File: config.mk
export PLATFORM = sky130hd
export DESIGN_NAME = block_interleaver_flat
export DESIGN_NICKNAME = d
export VERILOG_FILES = /design/src/rtl/block_interleaver_if.sv /design/src/rtl/block_interleaver.sv /design/src/flat_wrapper.sv
export SDC_FILE = /design/constraint.sdc
export NUM_CORES = 1
export LEC_CHECK = 0
export ABC_AREA = 1
export ABC_CLOCK_PERIOD_IN_PS = 12800
export CAP_MARGIN = 20
export CORE_MARGIN = 2
export CORE_UTILIZATION = 64
export CTS_CLUSTER_SIZE = 10
export DETAILED_ROUTE_END_ITERATION = 10
export GPL_ROUTABILITY_DRIVEN = 0
export PLACE_DENSITY = 0.8
export SYNTH_ARGS = -nofsm -noshare
export SYNTH_HDL_FRONTEND = slang
export SYNTH_SLANG_ARGS = --single-unit
File: constraint.sdc
create_clock -name clk -period 12.8 [get_ports clk]
set_input_delay 1.28 -clock clk [delete_from_list [all_inputs] [get_ports clk]]
set_output_delay 1.28 -clock clk [all_outputs]
set_load 0.05 [all_outputs]
File: src/rtl/block_interleaver_if.sv
// Coded-bit stream, read request and status bundle between the puncturer side,
// the interleaver and the mapper side.
interface block_interleaver_if;
  logic       bitIn;
  logic       we;
  logic [3:0] rate;
  logic       re;
  logic       inReady;
  logic       bitOut;
  logic       outValid;
  logic       overflow;

  // Upstream/downstream agent: drives bits, rate and read requests.
  modport master (
    output bitIn, we, rate, re,
    input  inReady, bitOut, outValid, overflow
  );

  // Interleaver side.
  modport slave (
    input  bitIn, we, rate, re,
    output inReady, bitOut, outValid, overflow
  );
endinterface

File: src/rtl/block_interleaver.sv
// Bit-serial 802.11a block interleaver with two ping-pong symbol banks.
// Each bit is written at its permuted address, so reading is purely sequential.
module block_interleaver (
  input  logic               clk,
  input  logic               reset,
  block_interleaver_if.slave bus
);

  localparam int unsigned MAX_BITS = 288;

  // Size code: 0 -> 48 bits, 1 -> 96, 2 -> 192 (s=2), 3 -> 288 (s=3).
  function automatic logic [1:0] rate_code(input logic [3:0] r);
    case (r)
      4'b0101, 4'b0111: rate_code = 2'd1;
      4'b1001, 4'b1011: rate_code = 2'd2;
      4'b0001, 4'b0011: rate_code = 2'd3;
      default:          rate_code = 2'd0;
    endcase
  endfunction

  function automatic logic [8:0] code_last(input logic [1:0] c);
    case (c)
      2'd1:    code_last = 9'd95;
      2'd2:    code_last = 9'd191;
      2'd3:    code_last = 9'd287;
      default: code_last = 9'd47;
    endcase
  endfunction

  // Residue mod 3 by MSB-first Horner accumulation (no divider).
  function automatic logic [1:0] mod3(input logic [8:0] v);
    logic [2:0] acc;
    acc = 3'd0;
    for (int b = 8; b >= 0; b--) begin
      acc = {acc[1:0], 1'b0} + {2'b00, v[b]};
      if (acc >= 3'd3) acc = acc - 3'd3;
    end
    mod3 = acc[1:0];
  endfunction

  logic             r_wptr;
  logic             r_rptr;
  logic [8:0]       r_wk;
  logic [8:0]       r_rd_addr;
  logic             r_full [2];
  logic [1:0]       r_code [2];
  logic             r_bit_out;
  logic             r_out_valid;
  logic             r_overflow;
  logic             r_mem  [2][MAX_BITS];

  logic             w_wr_acc;
  logic             w_wr_last;
  logic             w_rd_go;
  logic             w_rd_last;
  logic [1:0]       w_wcode;
  logic [3:0]       w_col;
  logic [4:0]       w_row;
  logic [8:0]       w_col3;
  logic [8:0]       w_base;
  logic [8:0]       w_i;
  logic [1:0]       w_im3;
  logic [1:0]       w_cm3;
  logic [1:0]       w_d;
  logic [8:0]       w_j;

  assign bus.inReady  = ~r_full[r_wptr];
  assign bus.bitOut   = r_bit_out;
  assign bus.outValid = r_out_valid;
  assign bus.overflow = r_overflow;

  // The first bit of a symbol uses the live rate; later bits use the bank's latched size.
  assign w_wcode   = (r_wk == 9'd0) ? rate_code(bus.rate) : r_code[r_wptr];
  assign w_wr_acc  = bus.we & ~r_full[r_wptr];
  assign w_wr_last = w_wr_acc && (r_wk == code_last(w_wcode));
  assign w_rd_go   = bus.re & r_full[r_rptr];
  assign w_rd_last = w_rd_go && (r_rd_addr == code_last(r_code[r_rptr]));

  assign w_col  = r_wk[3:0];
  assign w_row  = r_wk[8:4];
  assign w_col3 = {4'd0, w_col, 1'b0} + {5'd0, w_col};
  assign w_i    = w_base + {4'd0, w_row};
  assign w_im3  = mod3(w_i);
  assign w_cm3  = mod3({5'd0, w_col});
  assign w_d    = (w_im3 >= w_cm3) ? (w_im3 - w_cm3) : (w_im3 + 2'd3 - w_cm3);

  // Permuted write address: first step (column-major spread), then the s-rotation.
  always_comb begin
    w_base = w_col3;
    w_j    = w_i;
    case (w_wcode)
      2'd1: w_base = {w_col3[7:0], 1'b0};
      2'd2: w_base = {w_col3[6:0], 2'b00};
      2'd3: w_base = {1'b0, w_col, 4'd0} + {4'd0, w_col, 1'b0};
      default: w_base = w_col3;
    endcase
    case (w_wcode)
      2'd2: w_j = {w_i[8:1], w_i[0] ^ w_col[0]};
      2'd3: w_j = w_i - {7'd0, w_im3} + {7'd0, w_d};
      default: w_j = w_i;
    endcase
  end

  // Symbol storage; contents need no reset because the full flags gate every read.
  always_ff @(posedge clk) begin
    if (w_wr_acc) r_mem[r_wptr][w_j] <= bus.bitIn;
  end

  // Per-bank full flag and latched size; set and clear only ever target different banks.
  always_ff @(posedge clk or negedge reset) begin
    if (!reset) begin
      for (int b = 0; b < 2; b++) begin
        r_full[b] <= 1'b0;
        r_code[b] <= 2'd0;
      end
    end else begin
      for (int b = 0; b < 2; b++) begin
        if (w_wr_acc && (r_wptr == 1'(b)) && (r_wk == 9'd0)) r_code[b] <= w_wcode;
        if (w_wr_last && (r_wptr == 1'(b)))      r_full[b] <= 1'b1;
        else if (w_rd_last && (r_rptr == 1'(b))) r_full[b] <= 1'b0;
      end
    end
  end

  // Write counter, write pointer and sticky overflow on writes into a full bank.
  always_ff @(posedge clk or negedge reset) begin
    if (!reset) begin
      r_wk       <= 9'd0;
      r_wptr     <= 1'b0;
      r_overflow <= 1'b0;
    end else begin
      if (w_wr_acc) begin
        if (w_wr_last) begin
          r_wk   <= 9'd0;
          r_wptr <= ~r_wptr;
        end else begin
          r_wk <= r_wk + 9'd1;
        end
      end
      if (bus.we && r_full[r_wptr]) r_overflow <= 1'b1;
    end
  end

  // Sequential read of the full bank, one registered bit per requested cycle.
  always_ff @(posedge clk or negedge reset) begin
    if (!reset) begin
      r_rd_addr   <= 9'd0;
      r_rptr      <= 1'b0;
      r_bit_out   <= 1'b0;
      r_out_valid <= 1'b0;
    end else begin
      r_out_valid <= w_rd_go;
      if (w_rd_go) begin
        r_bit_out <= r_mem[r_rptr][r_rd_addr];
        if (w_rd_last) begin
          r_rd_addr <= 9'd0;
          r_rptr    <= ~r_rptr;
        end else begin
          r_rd_addr <= r_rd_addr + 9'd1;
        end
      end
    end
  end

endmodule
File: src/flat_wrapper.sv
// flat-port wrapper written by rule: the top's interface ports become plain ports
module block_interleaver_flat 
  (clk, reset, bus_bitIn, bus_we, bus_rate, bus_re, bus_inReady, bus_bitOut, bus_outValid, bus_overflow);
  block_interleaver_if bus_i ();
  input  logic clk;
  input  logic reset;
  input wire logic [$bits(bus_i.bitIn)-1:0] bus_bitIn;
  input wire logic [$bits(bus_i.we)-1:0] bus_we;
  input wire logic [$bits(bus_i.rate)-1:0] bus_rate;
  input wire logic [$bits(bus_i.re)-1:0] bus_re;
  output wire logic [$bits(bus_i.inReady)-1:0] bus_inReady;
  output wire logic [$bits(bus_i.bitOut)-1:0] bus_bitOut;
  output wire logic [$bits(bus_i.outValid)-1:0] bus_outValid;
  output wire logic [$bits(bus_i.overflow)-1:0] bus_overflow;
  assign bus_i.bitIn = bus_bitIn;
  assign bus_i.we = bus_we;
  assign bus_i.rate = bus_rate;
  assign bus_i.re = bus_re;
  assign bus_inReady = bus_i.inReady;
  assign bus_bitOut = bus_i.bitOut;
  assign bus_outValid = bus_i.outValid;
  assign bus_overflow = bus_i.overflow;
  block_interleaver u_core (.clk(clk), .reset(reset), .bus(bus_i));
endmodule
; Word level (Yosys, flattened, before mapping)
; Memories as Yosys holds them, arrays and structs flattened.
; Cells that the tools add are included.
[op_classes]
order_cmp = 19
n_eq_ne = 14
n_bitwise = 10
add_sub_neg = 34
n_reduce_logical = 20
muxes = 45
[ops]
columns = cell, count
row1 = $mux 288, 1
row2 = $pmux 9 s3, 3
row3 = $mux 2, 21
row4 = $add 3x1->3, 11
row5 = $ge 3x2->1 const B, 11
row6 = $sub 2x2->2 const B, 11
row7 = $ge 10x10->1 const B, 2
row8 = $not 9->10, 2
row9 = $add 9x1->9 const B, 2
row10 = $eq 9x9->1, 2
row11 = $mux 9, 2
row12 = $pmux 9 s2, 1
row13 = $mux 1, 14
row14 = $logic_and 1x1->1, 12
row15 = $lt 10x1->1 const B, 1
row16 = $add 8x5->9, 1
row17 = $add 9x2->9, 1
row18 = $add 9x5->9, 1
row19 = $bmux 1 s9, 1
row20 = $demux 1 s9, 1
row21 = $logic_not 9->1, 1
row22 = $sub 9x2->9, 1
row23 = $eq 2x2->1 const B, 4
row24 = $eq 4x3->1 const B, 2
row25 = 19 further kinds, 33
[totals]
word_cells = 154
mem_bits_rw = 576
input_bits = 9
mem_count = 1
out_inout_bits = 4
regBits = 29
[mem_list]
columns = name, depth, word_bits, rd, rd_ports_with_merged_regs, wr, line_no
row1 = u_core.r_mem, 2, 288, 1, 0, 1, block_interleaver.sv:50  ; logic r_mem [2][MAX_BITS];

; Logic depth before layout (Yosys ltp)
[depth]
ltp_word = 45
mapped_depth = 94
mapped_depth_nobuf = 93

; Worst setup path before layout
; No wires, ideal clock.
[synth_path]
path_type = input to register
from = in bus_rate[0]
to = mem u_core.r_mem[0][232] (netlist bit), enable pin
setup_ns = 0.312
arrival_time_ns = 11.318
stages = 79
path_slack_ns = 1.169
t_required_ns = 12.488
path_buffers = 2
path_cell_list = inv_1 > nor2_1 > nand3b_1 > nand2_1 > nor2_1 > clkbuf_1 > a221oi_1 > a21oi_1 > ha_1 > a21oi_1 > inv_1 > a31oi_1 > o31ai_1 > nor3b_1 > xnor2_1 > inv_1 > ha_1 > ha_1 > [... 43 more ...] > ha_1 > inv_1 > fa_1 > o21ai_0 > nand2_1 > a21oi_1 > nor2_1 > nor2_1 > o21ai_0 > nand2_1 > xnor2_1 > nand2_1 > o21ai_0 > nand2_1 > nor2_1 > nand2_1 > buf_1 > nor3_1
[synth_via]
elab_chain_len = 44
[synth_rtl]
columns = element, line_no
row1 = start: declaration, flat_wrapper.sv:9  ; input wire logic [$bits(bus_i.rate)-1:0] bus_rate;
row2 = "$eq 4x1->1, or another cell as far along", block_interleaver.sv:13  ; case (r)
row3 = $reduce_or 2->1, block_interleaver.sv:13
row4 = $pmux 2 s3 (*), block_interleaver.sv:13
row5 = $mux 2 (*), block_interleaver.sv:73  ; assign w_wcode = (r_wk == 9'd0) ? rate_code(bus.rate) : r_code[r_wptr];
row6 = $eq 2x2->1 or $eq 2x1->1 (tied branches), "block_interleaver.sv:91, block_interleaver.sv:97"
row7 = $pmux 9 s3, block_interleaver.sv:91  ; case (w_wcode)
row8 = $add 9x5->9, block_interleaver.sv:82  ; assign w_i = w_base + {4'd0, w_row};
row9 = $sub 1x2->2 or $ge 1x2->1 (tied branches), block_interleaver.sv:36  ; if (acc >= 3'd3) acc = acc - 3'd3;
row10 = [... 28 more ...], n/a
row11 = $add 9x2->9, block_interleaver.sv:99  ; 2'd3: w_j = w_i - {7'd0, w_im3} + {7'd0, w_d};
row12 = $pmux 9 s2 (*), block_interleaver.sv:97  ; case (w_wcode)
row13 = $not 9->10 (implied by the code) (*), block_interleaver.sv:106  ; if (w_wr_acc) r_mem[r_wptr][w_j] <= bus.bitIn;
row14 = $ge 10x10->1 (implied by the code) or $lt 10x1->1 (tied branches), block_interleaver.sv:106
row15 = $logic_and 1x1->1 (implied by the code), block_interleaver.sv:106
row16 = $mux 1 (implied by the code), block_interleaver.sv:106
row17 = $demux 1 s9 (*), block_interleaver.sv:106
row18 = $mux 288 (implied by the code) (*), block_interleaver.sv:106
row19 = end: declaration, block_interleaver.sv:50
; Every way passes the cells marked *; elsewhere a longest branch is shown, timed or not.

; Worst setup path in the final report
[layout_path]
from = in bus_rate[0]
to = mem u_core.r_mem[0][146] (netlist bit), enable pin
; Same word-level chain as after synthesis.

==> impl_metrics.env <==
export IMPL_die_area_um2=48000
export IMPL_grt_ovfl_total=0
export IMPL_max_clock_freq_ghz=0.0823
export IMPL_slowest_delay_ns=0.41
export IMPL_yosysWarnings=0
export IMPL_min_path_cells=1
export IMPL_fin_nets=2883
export IMPL_drt_wl_total_um=80800
export IMPL_required_ns=13.06
export IMPL_slew_headroom=0.151
export IMPL_cts_sinks=605
export IMPL_cts_tree="yes"
export IMPL_ant_nets=0
export IMPL_min_period_ns=12.15
export IMPL_synth_top_area_frac=0.584
export IMPL_synth_seq_cells=605
export IMPL_cp_start_kind="input port"
export IMPL_worstMarginPinSlew_ns=1.27
export IMPL_die_y_um=219
export IMPL_rows=78
export IMPL_grt_max_degree=184
export IMPL_clockBufferDepth=3
export IMPL_htreeDepth=3
export IMPL_clk_pin_slew_worst_paths_ns=0.06
export IMPL_antenna_cells=0
export IMPL_worstHoldStart="u_core.bus.overflow$_DFFE_PN0P_"
export IMPL_setup_viol=0
export IMPL_synth_area_leader_cell="edfxtp_1"
export IMPL_dp_slack_ns=-0.595
export IMPL_synth_nets=2996
export IMPL_placed_cell_area_um2=30000
export IMPL_cts_buffers=71
export IMPL_holdCritPathClass="reg -> reg"
export IMPL_grt_pass1_wl_um=121000
export IMPL_slew_viol_final=0
export IMPL_netlist_instances=2942
export IMPL_core_um2=45600
export IMPL_synth_edf_count=576
export IMPL_ys_seq_area_frac=0.608
export IMPL_r2r_end="u_core.r_mem[0][146]$_DFFE_PP_"
export IMPL_ios=13
export IMPL_start_util=0.650
export IMPL_viasPerCell=6.94
export IMPL_drt_iter0_markers=3921
export IMPL_synth_avg_cell_area_um2=10.1
export IMPL_final_hold_viol_count=0
export IMPL_worstSkewPairLatency_ns=0.60
export IMPL_final_cell_mix="edfxtp_1 (576), nor3_1 (397), nor2_1 (384), o21ai_0 (381), nor3_2 (183)"
export IMPL_drc=0
export IMPL_post_drt_wl_per_cell_um=23.4
export IMPL_hpwl_um=39500
export IMPL_grtUsageTotal=0.325
export IMPL_postSynth_asyncResetShare=0.0479
export IMPL_run_status="complete, no violations"
export IMPL_port_buffers=11
export IMPL_drive_gt1_frac=0.160
export IMPL_syn_to_final_growth_pct=13.2
export IMPL_synth_top_cells_by_area="edfxtp_1 (58%), nor3_1 (9.9%), o21ai_0 (6.5%)"
export IMPL_maxCapViolCount=0
export IMPL_r2r_start="u_core.r_wptr$_DFFE_PN0P_"
export IMPL_setup_ws_ns=0.648
export IMPL_vias=23900
export IMPL_worstSetupEndpointType="flop"
export IMPL_cp_arrival_ns=12.41
export IMPL_finalInstanceArea_um2=33600
export IMPL_crit_path_frequent_cell="inv_1"
export IMPL_netlist_area_um2=29600
export IMPL_synth_cell_types=47
export IMPL_ctsRootBufferMaster="clkbuf_16"
export IMPL_reg2reg_depth=83
export IMPL_grt_pass1_vias=22600
export IMPL_antenna_found_initial=0
export IMPL_final_setup_tns_ns=0
export IMPL_worst_setup_path_type="in -> reg"
export IMPL_min_to="u_core.bus.overflow$_DFFE_PN0P_"
export IMPL_finalCritPeriodShare=0.949
export IMPL_synth_flop_cell="edfxtp_1"
export IMPL_die_w_um=219
export IMPL_fin_worst_skew_ns=0.0170
export IMPL_final_common_cell="edfxtp_1"
export IMPL_first_pass_iters=7
export IMPL_path_max_fanout=14
export IMPL_cp_slowest_cell="fa_2"
export IMPL_final_util=0.736
export IMPL_ff2ff_setup_slack_ns=0.76
## worst max path at each step
stage	startpoint	endpoint	slack (ns)	cells past startpoint
final	bus_rate[0]	u_core.r_mem[0][146]$_DFFE_PP_	0.65	85
after global routing	bus_rate[0]	u_core.r_mem[0][146]$_DFFE_PP_	-0.12	85
after CTS	bus_rate[0]	u_core.r_mem[1][42]$_DFFE_PP_	0.003	80
after detailed placement	bus_rate[0]	u_core.r_mem[1][42]$_DFFE_PP_	-0.60	80
after global placement	bus_rate[0]	u_core.r_mem[1][54]$_DFFE_PP_	-0.09	80
after floorplan	bus_rate[0]	u_core.r_mem[0][232]$_DFFE_PP_	1.17	79
## critical path, delay by kind of cell
| kind | cells | cell delay (ns) |
|---|---|---|
| compound gates | 10 | 1.53 |
| buf+inv | 21 | 2.14 |
| xor+xnor | 2 | 0.33 |
| simple gates | 40 | 4.37 |
| fa+ha+maj | 12 | 2.77 |
## layer usage
| layer | vias to the layer above | track usage | share of wire |
|---|---|---|---|
| met5 | - | 0 | 0 |
| met4 | 0 | 0.138 | 0.038 |
| met3 | 244 | 0.0578 | 0.11 |
| met2 | 1541 | 0.535 | 0.48 |
| met1 | 11700 | 0.430 | 0.37 |
| li1 | 10500 | - | - |
## synth_stat cells (2+ instances only)
cell type	instances
nand3_1	56
inv_1	97
nand2_1	147
xor2_1	14
or2_2	2
a31oi_1	3
edfxtp_1	576
nand2_2	17
nand4_1	11
nor3b_1	2
clkbuf_1	277
nand3b_1	5
a211oi_1	5
o21ai_1	3
o2111ai_1	2
dfrtp_1	29
xnor2_1	7
nor3_1	584
nor2_4	3
nand3_2	8
nor2_1	392
clkinv_1	4
ha_1	42
o32ai_1	2
o211ai_1	33
o22ai_1	96
o221ai_1	56
buf_1	16
o21ai_0	385
a21oi_1	36
inv_2	8
o21ai_2	2
nand2_4	6
fa_1	3
## cell type report
class | count | area (um2)
timing repair buffer | 108 | 1170
clock inverter | 6 | 75.1
fill | 3012 | 12000
tap | 600 | 751
sequential | 605 | 18000
inverter | 109 | 433
multi-input combinational | 1934 | 11200
clock buffer | 87 | 1900
## flip-flops by register name (all words and copies together), names as in the netlist
signal               flops
u_core.r_mem           576
u_core.r_rd_addr         9
u_core.r_wk              9
u_core.r_code            4
u_core.r_full            2
u_core.bus.bitOut        1
u_core.bus.outValid      1
u_core.bus.overflow      1
u_core.r_rptr            1
u_core.r_wptr            1
## metrics by stage
| step | hold WS (ns) | cells |
|---|---|---|
| CTS | 0.457 | 3424 |
| global route | 0.471 | 3449 |
| floorplan | 0.453 | 2942 |
| detailed placement | 0.444 | 3331 |
| finish | 0.451 | 3449 |
| global placement | 0.436 | 3331 |
## cells by family after synthesis
logic type,Yosys count,synth area share
buf+inv,403,0.0511
fa+ha+maj,45,0.0198
compound gates,630,0.122
flops,605,0.608
xor+xnor,22,0.00676
simple gates,1237,0.192
## what timing repair did
action,4_1_cts,5_1_grt
cloned,0,11
pin swaps,0,8
setup endpoints to repair,7,576
hold buffers,0,0
setup buffers,0,12
gates resized for setup,1,258
Power is left out: the tool's default activity adds up to more than one toggle a clock period on the data nets, which glitch-free logic cannot reach.
